$ cat config.mk
export PLATFORM = sky130hd
export DESIGN_NAME = hazard_fwd_unit_flat
export DESIGN_NICKNAME = d
export VERILOG_FILES = /design/src/rtl/hazard_fwd_unit_if.sv /design/src/rtl/hazard_fwd_unit.sv /design/src/flat_wrapper.sv
export SDC_FILE = /design/constraint.sdc
export NUM_CORES = 1
export LEC_CHECK = 0
export ABC_AREA = 1
export BUFFER_PORTS_ARGS = -buffer_cell sky130_fd_sc_hd__buf_4
export CORE_ASPECT_RATIO = 0.7
export CORE_MARGIN = 1
export CORE_UTILIZATION = 55
export CTS_CLUSTER_SIZE = 40
export DETAILED_ROUTE_END_ITERATION = 8
export PLACE_DENSITY = 0.79
export SLEW_MARGIN = 20
export SYNTH_ARGS = -nofsm -noshare
export SYNTH_HDL_FRONTEND = slang
export SYNTH_SLANG_ARGS = --single-unit
export TNS_END_PERCENT = 1
$ cat constraint.sdc
create_clock -name clk -period 5 [get_ports clk]
set_clock_uncertainty 0.15 [all_clocks]
set_input_delay 0.5 -clock clk [delete_from_list [all_inputs] [get_ports clk]]
set_output_delay 0.5 -clock clk [all_outputs]
set_load 0.02 [all_outputs]
$ cat src/rtl/hazard_fwd_unit_if.sv
// Bus between the ID-stage controller and hazard_fwd_unit.
// master: controller/datapath side; slave: the hazard/forwarding unit.
interface hazard_fwd_unit_if #(
    parameter int unsigned REG_ADDR_W = 5,
    parameter int unsigned CNT_W      = 16
);
    logic                  id_valid_i;
    logic [REG_ADDR_W-1:0] id_rs_i;
    logic [REG_ADDR_W-1:0] id_rt_i;
    logic                  id_use_rs_i;
    logic                  id_use_rt_i;
    logic                  id_regwr_i;
    logic                  id_memrd_i;
    logic [REG_ADDR_W-1:0] id_dst_i;
    logic                  ex_br_taken_i;
    logic                  stall_o;
    logic                  flush_o;
    logic [1:0]            fwd_a_o;
    logic [1:0]            fwd_b_o;
    logic [CNT_W-1:0]      stall_cnt_o;
    logic [CNT_W-1:0]      flush_cnt_o;

    modport master (
        output id_valid_i, id_rs_i, id_rt_i, id_use_rs_i, id_use_rt_i,
               id_regwr_i, id_memrd_i, id_dst_i, ex_br_taken_i,
        input  stall_o, flush_o, fwd_a_o, fwd_b_o, stall_cnt_o, flush_cnt_o
    );

    modport slave (
        input  id_valid_i, id_rs_i, id_rt_i, id_use_rs_i, id_use_rt_i,
               id_regwr_i, id_memrd_i, id_dst_i, ex_br_taken_i,
        output stall_o, flush_o, fwd_a_o, fwd_b_o, stall_cnt_o, flush_cnt_o
    );
endinterface

$ cat src/rtl/hazard_fwd_unit.sv
// Hazard / forwarding controller for a 5-stage MIPS pipeline.
// Tracks destination tags of the instructions in EX/MEM/WB, raises a one-cycle load-use
// stall, passes branch flushes through, and registers operand forwarding selects.
// Optional feature macro WB_BYPASS_EN: when defined, a WB-slot match selects 2'b11 (WB
// latch); otherwise it selects 2'b00 and the regfile must be write-through.
module hazard_fwd_unit #(
    parameter int unsigned REG_ADDR_W = 5,
    parameter int unsigned CNT_W      = 16
) (
    input  logic               clk,
    input  logic               rst,
    hazard_fwd_unit_if.slave   bus
);

    // Shadow slots. Only EX needs memrd: a load in MEM is resolved by forwarding.
    logic                  r_ex_vld, r_ex_regwr, r_ex_memrd;
    logic [REG_ADDR_W-1:0] r_ex_dst;
    logic                  r_mem_vld, r_mem_regwr;
    logic [REG_ADDR_W-1:0] r_mem_dst;
    logic                  r_wb_vld, r_wb_regwr;
    logic [REG_ADDR_W-1:0] r_wb_dst;

    logic [1:0]            r_fwd_a, r_fwd_b;
    logic [CNT_W-1:0]      r_stall_cnt, r_flush_cnt;

    logic                  w_a_ex, w_a_mem, w_a_wb;
    logic                  w_b_ex, w_b_mem, w_b_wb;
    logic                  w_stall, w_flush, w_bubble;
    logic [1:0]            w_sel_a, w_sel_b;

    function automatic logic f_match(input logic                  use_src,
                                     input logic [REG_ADDR_W-1:0] idx,
                                     input logic                  vld,
                                     input logic                  regwr,
                                     input logic [REG_ADDR_W-1:0] dst);
        return use_src && (idx != '0) && vld && regwr && (dst == idx);
    endfunction

    // Youngest producer wins.
    function automatic logic [1:0] f_sel(input logic m_ex, input logic m_mem, input logic m_wb);
        if (m_ex) begin
            return 2'b01;
        end else if (m_mem) begin
            return 2'b10;
        end else if (m_wb) begin
`ifdef WB_BYPASS_EN
            return 2'b11;
`else
            return 2'b00;
`endif
        end
        return 2'b00;
    endfunction

    // Source-vs-slot matches, hazard decisions and forwarding selects
    always_comb begin
        w_a_ex   = f_match(bus.id_use_rs_i, bus.id_rs_i, r_ex_vld, r_ex_regwr, r_ex_dst);
        w_a_mem  = f_match(bus.id_use_rs_i, bus.id_rs_i, r_mem_vld, r_mem_regwr, r_mem_dst);
        w_a_wb   = f_match(bus.id_use_rs_i, bus.id_rs_i, r_wb_vld, r_wb_regwr, r_wb_dst);
        w_b_ex   = f_match(bus.id_use_rt_i, bus.id_rt_i, r_ex_vld, r_ex_regwr, r_ex_dst);
        w_b_mem  = f_match(bus.id_use_rt_i, bus.id_rt_i, r_mem_vld, r_mem_regwr, r_mem_dst);
        w_b_wb   = f_match(bus.id_use_rt_i, bus.id_rt_i, r_wb_vld, r_wb_regwr, r_wb_dst);
        // Outputs are forced low during reset; flush suppresses stall.
        w_flush  = ~rst & bus.ex_br_taken_i;
        w_stall  = ~rst & ~bus.ex_br_taken_i & bus.id_valid_i & r_ex_memrd & (w_a_ex | w_b_ex);
        w_bubble = w_stall | w_flush;
        w_sel_a  = f_sel(w_a_ex, w_a_mem, w_a_wb);
        w_sel_b  = f_sel(w_b_ex, w_b_mem, w_b_wb);
    end

    // Shadow pipeline advance, registered forward selects and saturating counters
    always_ff @(posedge clk) begin
        if (rst) begin
            r_ex_vld    <= 1'b0;
            r_ex_regwr  <= 1'b0;
            r_ex_memrd  <= 1'b0;
            r_ex_dst    <= '0;
            r_mem_vld   <= 1'b0;
            r_mem_regwr <= 1'b0;
            r_mem_dst   <= '0;
            r_wb_vld    <= 1'b0;
            r_wb_regwr  <= 1'b0;
            r_wb_dst    <= '0;
            r_fwd_a     <= 2'b00;
            r_fwd_b     <= 2'b00;
            r_stall_cnt <= '0;
            r_flush_cnt <= '0;
        end else begin
            r_ex_vld    <= bus.id_valid_i & ~w_bubble;
            r_ex_regwr  <= bus.id_regwr_i;
            r_ex_memrd  <= bus.id_memrd_i;
            r_ex_dst    <= bus.id_dst_i;
            r_mem_vld   <= r_ex_vld;
            r_mem_regwr <= r_ex_regwr;
            r_mem_dst   <= r_ex_dst;
            r_wb_vld    <= r_mem_vld;
            r_wb_regwr  <= r_mem_regwr;
            r_wb_dst    <= r_mem_dst;
            r_fwd_a     <= w_bubble ? 2'b00 : w_sel_a;
            r_fwd_b     <= w_bubble ? 2'b00 : w_sel_b;
            if (w_stall && (r_stall_cnt != '1)) begin
                r_stall_cnt <= r_stall_cnt + CNT_W'(1);
            end
            if (w_flush && (r_flush_cnt != '1)) begin
                r_flush_cnt <= r_flush_cnt + CNT_W'(1);
            end
        end
    end

    assign bus.stall_o     = w_stall;
    assign bus.flush_o     = w_flush;
    assign bus.fwd_a_o     = r_fwd_a;
    assign bus.fwd_b_o     = r_fwd_b;
    assign bus.stall_cnt_o = r_stall_cnt;
    assign bus.flush_cnt_o = r_flush_cnt;

endmodule
$ cat src/flat_wrapper.sv
// flat-port wrapper written by rule: the top's interface ports become plain ports
module hazard_fwd_unit_flat 
#(
    parameter int unsigned REG_ADDR_W = 5,
    parameter int unsigned CNT_W      = 16
)
  (clk, rst, bus_id_valid_i, bus_id_rs_i, bus_id_rt_i, bus_id_use_rs_i, bus_id_use_rt_i, bus_id_regwr_i, bus_id_memrd_i, bus_id_dst_i, bus_ex_br_taken_i, bus_stall_o, bus_flush_o, bus_fwd_a_o, bus_fwd_b_o, bus_stall_cnt_o, bus_flush_cnt_o);
  hazard_fwd_unit_if #(.REG_ADDR_W(REG_ADDR_W), .CNT_W(CNT_W)) bus_i ();
  input  logic clk;
  input  logic rst;
  input wire logic [$bits(bus_i.id_valid_i)-1:0] bus_id_valid_i;
  input wire logic [$bits(bus_i.id_rs_i)-1:0] bus_id_rs_i;
  input wire logic [$bits(bus_i.id_rt_i)-1:0] bus_id_rt_i;
  input wire logic [$bits(bus_i.id_use_rs_i)-1:0] bus_id_use_rs_i;
  input wire logic [$bits(bus_i.id_use_rt_i)-1:0] bus_id_use_rt_i;
  input wire logic [$bits(bus_i.id_regwr_i)-1:0] bus_id_regwr_i;
  input wire logic [$bits(bus_i.id_memrd_i)-1:0] bus_id_memrd_i;
  input wire logic [$bits(bus_i.id_dst_i)-1:0] bus_id_dst_i;
  input wire logic [$bits(bus_i.ex_br_taken_i)-1:0] bus_ex_br_taken_i;
  output wire logic [$bits(bus_i.stall_o)-1:0] bus_stall_o;
  output wire logic [$bits(bus_i.flush_o)-1:0] bus_flush_o;
  output wire logic [$bits(bus_i.fwd_a_o)-1:0] bus_fwd_a_o;
  output wire logic [$bits(bus_i.fwd_b_o)-1:0] bus_fwd_b_o;
  output wire logic [$bits(bus_i.stall_cnt_o)-1:0] bus_stall_cnt_o;
  output wire logic [$bits(bus_i.flush_cnt_o)-1:0] bus_flush_cnt_o;
  assign bus_i.id_valid_i = bus_id_valid_i;
  assign bus_i.id_rs_i = bus_id_rs_i;
  assign bus_i.id_rt_i = bus_id_rt_i;
  assign bus_i.id_use_rs_i = bus_id_use_rs_i;
  assign bus_i.id_use_rt_i = bus_id_use_rt_i;
  assign bus_i.id_regwr_i = bus_id_regwr_i;
  assign bus_i.id_memrd_i = bus_id_memrd_i;
  assign bus_i.id_dst_i = bus_id_dst_i;
  assign bus_i.ex_br_taken_i = bus_ex_br_taken_i;
  assign bus_stall_o = bus_i.stall_o;
  assign bus_flush_o = bus_i.flush_o;
  assign bus_fwd_a_o = bus_i.fwd_a_o;
  assign bus_fwd_b_o = bus_i.fwd_b_o;
  assign bus_stall_cnt_o = bus_i.stall_cnt_o;
  assign bus_flush_cnt_o = bus_i.flush_cnt_o;
  hazard_fwd_unit #(.REG_ADDR_W(REG_ADDR_W), .CNT_W(CNT_W)) u_core (.clk(clk), .rst(rst), .bus(bus_i));
endmodule
### Yosys cells after proc, flatten, opt, wreduce, memory -nomap -nowiden

Index checks and enable logic that the tools add are counted.

* bitwise gates (word level): 13
* $lt $le $gt $ge: 0
* equal/unequal tests: 8
* reduce and logical (&&, ||, !) cells: 28
* mux-type cells: 12
* divide/modulo/power cells: 0
* shifts and indexed selects: 0
* multiply operators: 0
* add/subtract/negate cells: 2

Operators with widths (count)
* $add A16 B1 Y16 const B: 2
* $ne A16 B16 Y1 const B: 2
* $eq A5 B5 Y1: 6
* $logic_and A1 B1 Y1: 22
* $reduce_bool A5 Y1: 2
* $mux W1: 8
* $mux W2: 4
* $reduce_or A4 Y1: 2
* $and A1 B1 Y1: 6
* $reduce_or A3 Y1: 2
* $not A1 Y1: 5
* $or A1 B1 Y1: 2

* ROM bits: 0
* memories: 0
* input bits: 23
* bits in latches: 0
* memory bits (writable): 0
* logic and storage cells: 79
* register bits: 58
* output and inout port bits: 38

### Depth between registers and ports, before layout

* word-level depth: 10
* depth in mapped cells: 12
* mapped depth without buffers: 11

### Worst setup path before layout

No wires, ideal clock.

* path type: input to output
* start point: input rst
* end point: output bus_stall_o
* slack: 2933 ps
* arrival: 1417 ps
* path buffers: 2
* data required time: 4350 ps
* cell stages on the path: 7
* cells stage by stage: buf_2 -> inv_2 -> nand3_1 -> nor2_1 -> buf_4 -> nand2_2 -> inv_1

* cells in the longest elaborated chain, start to end: 5

RTL lines
* start, declared: RTL line flat_wrapper.sv:10 `input logic rst;`
* $not A1 Y1: RTL line hazard_fwd_unit.sv:65 `w_stall = ~rst & ~bus.ex_br_taken_i & bus.id_valid_i & r_ex_memrd & (w_a_ex | w_b_ex);`
* $and A1 B1 Y1 (4 in series): RTL line hazard_fwd_unit.sv:65
* end, declared: RTL line flat_wrapper.sv:20 `output wire logic [$bits(bus_i.stall_o)-1:0] bus_stall_o;`

Every way passes these cells.

### Worst setup path in the final report

Ends and elaborated chain as after synthesis.

==> results.ini <==
[layout]
area_growth_pct=18.90
fillers=516
num_antenna_cells=0
regArea_um2=1161
fin_util_pct=69.71
final_cell_mix=nand2_1, inv_1, nor2_1, buf_4, dfxtp_1
multi_input_area_um2=1800
layout_commonest_cell=nand2_1
layout.nets=620
instances_no_fill=675
drive_above_1_share_pct=19.67

[floorplanning]
die_x_um=96.56
io_pins=61
std_cell_rows=23
die-height_um=68.19
start_util_pct=58.63
die_area_um2=6584
core_um2=5871

[clock_network]
cts_tree=done
postCtsSetupBuffers=0
ctsRootBufferMaster=clkbuf_8
htree_levels=3
cts_buffer_depth=2
clk_pin_slew_ps=70
cts_sinks=58
cts_resized=0
cts_buffers=9
worstSkewPairLatency_ps=340
cts_hold_buffers=0

[place]
gp_congestion=1.000
hpwlAfterDp_mm=6.190
io_buffers=60
placed_cells=659

[synthesis]
synthesis.nets=563
synthFlopType=dfxtp_1
ys_ff_latch=58
async_flop_share_pct=0
yosysSeqAreaShare_pct=33.73
synth_edf_count=0
yosysUniqueCellTypes=33
ys_warn_count=0
yosys.area.top_type=dfxtp_1
synthCells=538
synthTopCellsByArea=dfxtp_1, nand2_1, inv_1
syn_area_um2=3442
yosysTopAreaCellShare_pct=33.73
synth_area_per_cell_um2=6.398

[worst_setup_path]
reg2reg_to=u_core.bus.flush_cnt_o[0]
ff2ff_path_depth=8
r2r_slack_ps=2850
cp.required_ps=4350
crit_path_start_kind=input pin
regToRegStartpoint=u_core.bus.flush_cnt_o[0]
worstSetupPathType=input pin to output pin
endpoint_kind=output pin
worst_ep_arrival_time_ps=2200
path_max_fanout=34

[drt]
drtIter0Drc=260
ant_nets=0
drcViolationCount=0
wl_per_cell_um=12.49
vias=3447
drt-vias-per-instance=5.107
routed_wirelength_mm=8.432
firstDrtPassIters=5

[grt]
grt-ovfl-total=0
antenna_found_initial=0
grt_max_degree=35
grt_pass1_vias=2892
top_usage_layer=met1
grt_util_met1_pct=43.48
grt_pass1_wl_mm=13.73
met3_usage_pct=8.556
track_usage_pct=27.81
grtUsageMet2_pct=35.56

[sta]
tns_ps=0
max_clock_freq_mhz=351.5
slew-limit-headroom_pct=66.84
finalHoldViolations=0
report.final.slew_viol_count=0
tightestPinTransition_ps=495.9
rsz0062_at_grt=no
period_share_pct=56.90
setup_violations=0
final.min_clock_period_ps=2845

[hold_path]
holdPathStages=3
min_path_type=input pin to flop
hold_path_end=u_core.r_ex_dst[2]
hold_path_startpoint=bus_id_dst_i[2]

[power]
cellLeakagePower_nw=1.880
powerDensity_nw_per_um2=248.1
vdd_drop_max_mv=0.1895

[outcome]
status=finished, final reports clean

[job]
drv_cap=0

[power by group]
part / internal [mW] / switching (mW)
Clock: 0.254 / 0.194
Combinational: 0.0326 / 0.0543
Sequential: 0.470 / 0.0100
[layout make-up]
| cell class | count | share of cell area (%) |
|---|---|---|
| multi-input cells | 365 | 43.99 |
| flip-flops and latches | 58 | 28.37 |
| repair buffers | 61 | 11.19 |
| inverters | 100 | 9.171 |
| clock buffers | 11 | 3.699 |
| well taps | 75 | 2.293 |
| clock inverters | 5 | 1.284 |
[Yosys cell counts, types with 2 or more instances]
| master | number |
|---|---|
| nor2_2 | 3 |
| nand3_2 | 15 |
| nand2_2 | 5 |
| inv_2 | 8 |
| nand2_1 | 126 |
| nand3b_1 | 2 |
| a21oi_1 | 14 |
| clkbuf_1 | 3 |
| nor3_2 | 6 |
| xor2_1 | 7 |
| ha_1 | 2 |
| nor2_1 | 92 |
| o21bai_1 | 3 |
| o21ai_0 | 16 |
| dfxtp_1 | 58 |
| xnor2_1 | 5 |
| buf_6 | 2 |
| and3_1 | 3 |
| nor3_1 | 9 |
| buf_4 | 4 |
| nand4_1 | 23 |
| buf_2 | 4 |
| nand3_1 | 27 |
| inv_1 | 92 |
[how the worst max path moves through the flow]
stage	startpoint	end	slack, ps	cells past startpoint
after CTS	rst	bus_stall_o	2190	8
after floorplan	rst	bus_stall_o	2930	7
final	rst	bus_stall_o	2150	8
after detailed placement	rst	bus_stall_o	2190	8
after global placement	rst	bus_stall_o	2240	8
after global routing	rst	bus_stall_o	1990	8
[stage by stage]
| step | setup WS (ps) | cell area [um^2] | total power, mW | hold slack, ps |
|---|---|---|---|---|
| 2_1_floorplan | 2933 | 3442 | 0.5409 | 253.1 |
| 3_3_place_gp | 2242 | 3889 | 0.5735 | 273.2 |
| 3_5_place_dp | 2193 | 3889 | 0.5751 | 271.0 |
| 4_1_cts | 2191 | 4093 | 1.020 | 199.2 |
| 5_1_grt | 1986 | 4093 | 1.054 | 211.8 |
| 6_report | 2155 | 4093 | 1.015 | 210.5 |
[critical path, cell delays in order]
cell	delay (ps)
buf_4	230
inv_2	380
nand3_1	180
nor2_2	110
buf_4	360
nand2_2	130
inv_1	120
buf_4	150
[state kept, by name, indices dropped and copies added (netlist names)]
register	cells
u_core.r_mem_dst	5
u_core.r_ex_memrd	1
u_core.r_ex_vld	1
u_core.bus.fwd_a_o	2
u_core.bus.flush_cnt_o	16
u_core.r_ex_dst	5
u_core.r_wb_dst	5
u_core.r_mem_vld	1
u_core.r_wb_vld	1
u_core.r_ex_regwr	1
u_core.r_mem_regwr	1
u_core.bus.stall_cnt_o	16
u_core.bus.fwd_b_o	2
u_core.r_wb_regwr	1
[layer usage]
metal  wire, um  part of all wire (%)
met3        827                   9.8
met4         88                   1.0
met2       3198                    38
met1       4317                    51
met5          0                     0
[cell families (layout without fill, tap and decap cells)]
| group | after synthesis | in the layout | synth area share (%) |
|---|---|---|---|
| simple gates | 316 | 316 | 43.00 |
| xor+xnor | 12 | 12 | 3.053 |
| fa+ha+maj | 2 | 2 | 0.7269 |
| compound gates | 35 | 35 | 5.453 |
| buf+inv | 115 | 177 | 14.03 |
| flops | 58 | 58 | 33.73 |
No activity file was read; power rests on OpenSTA's default activity.
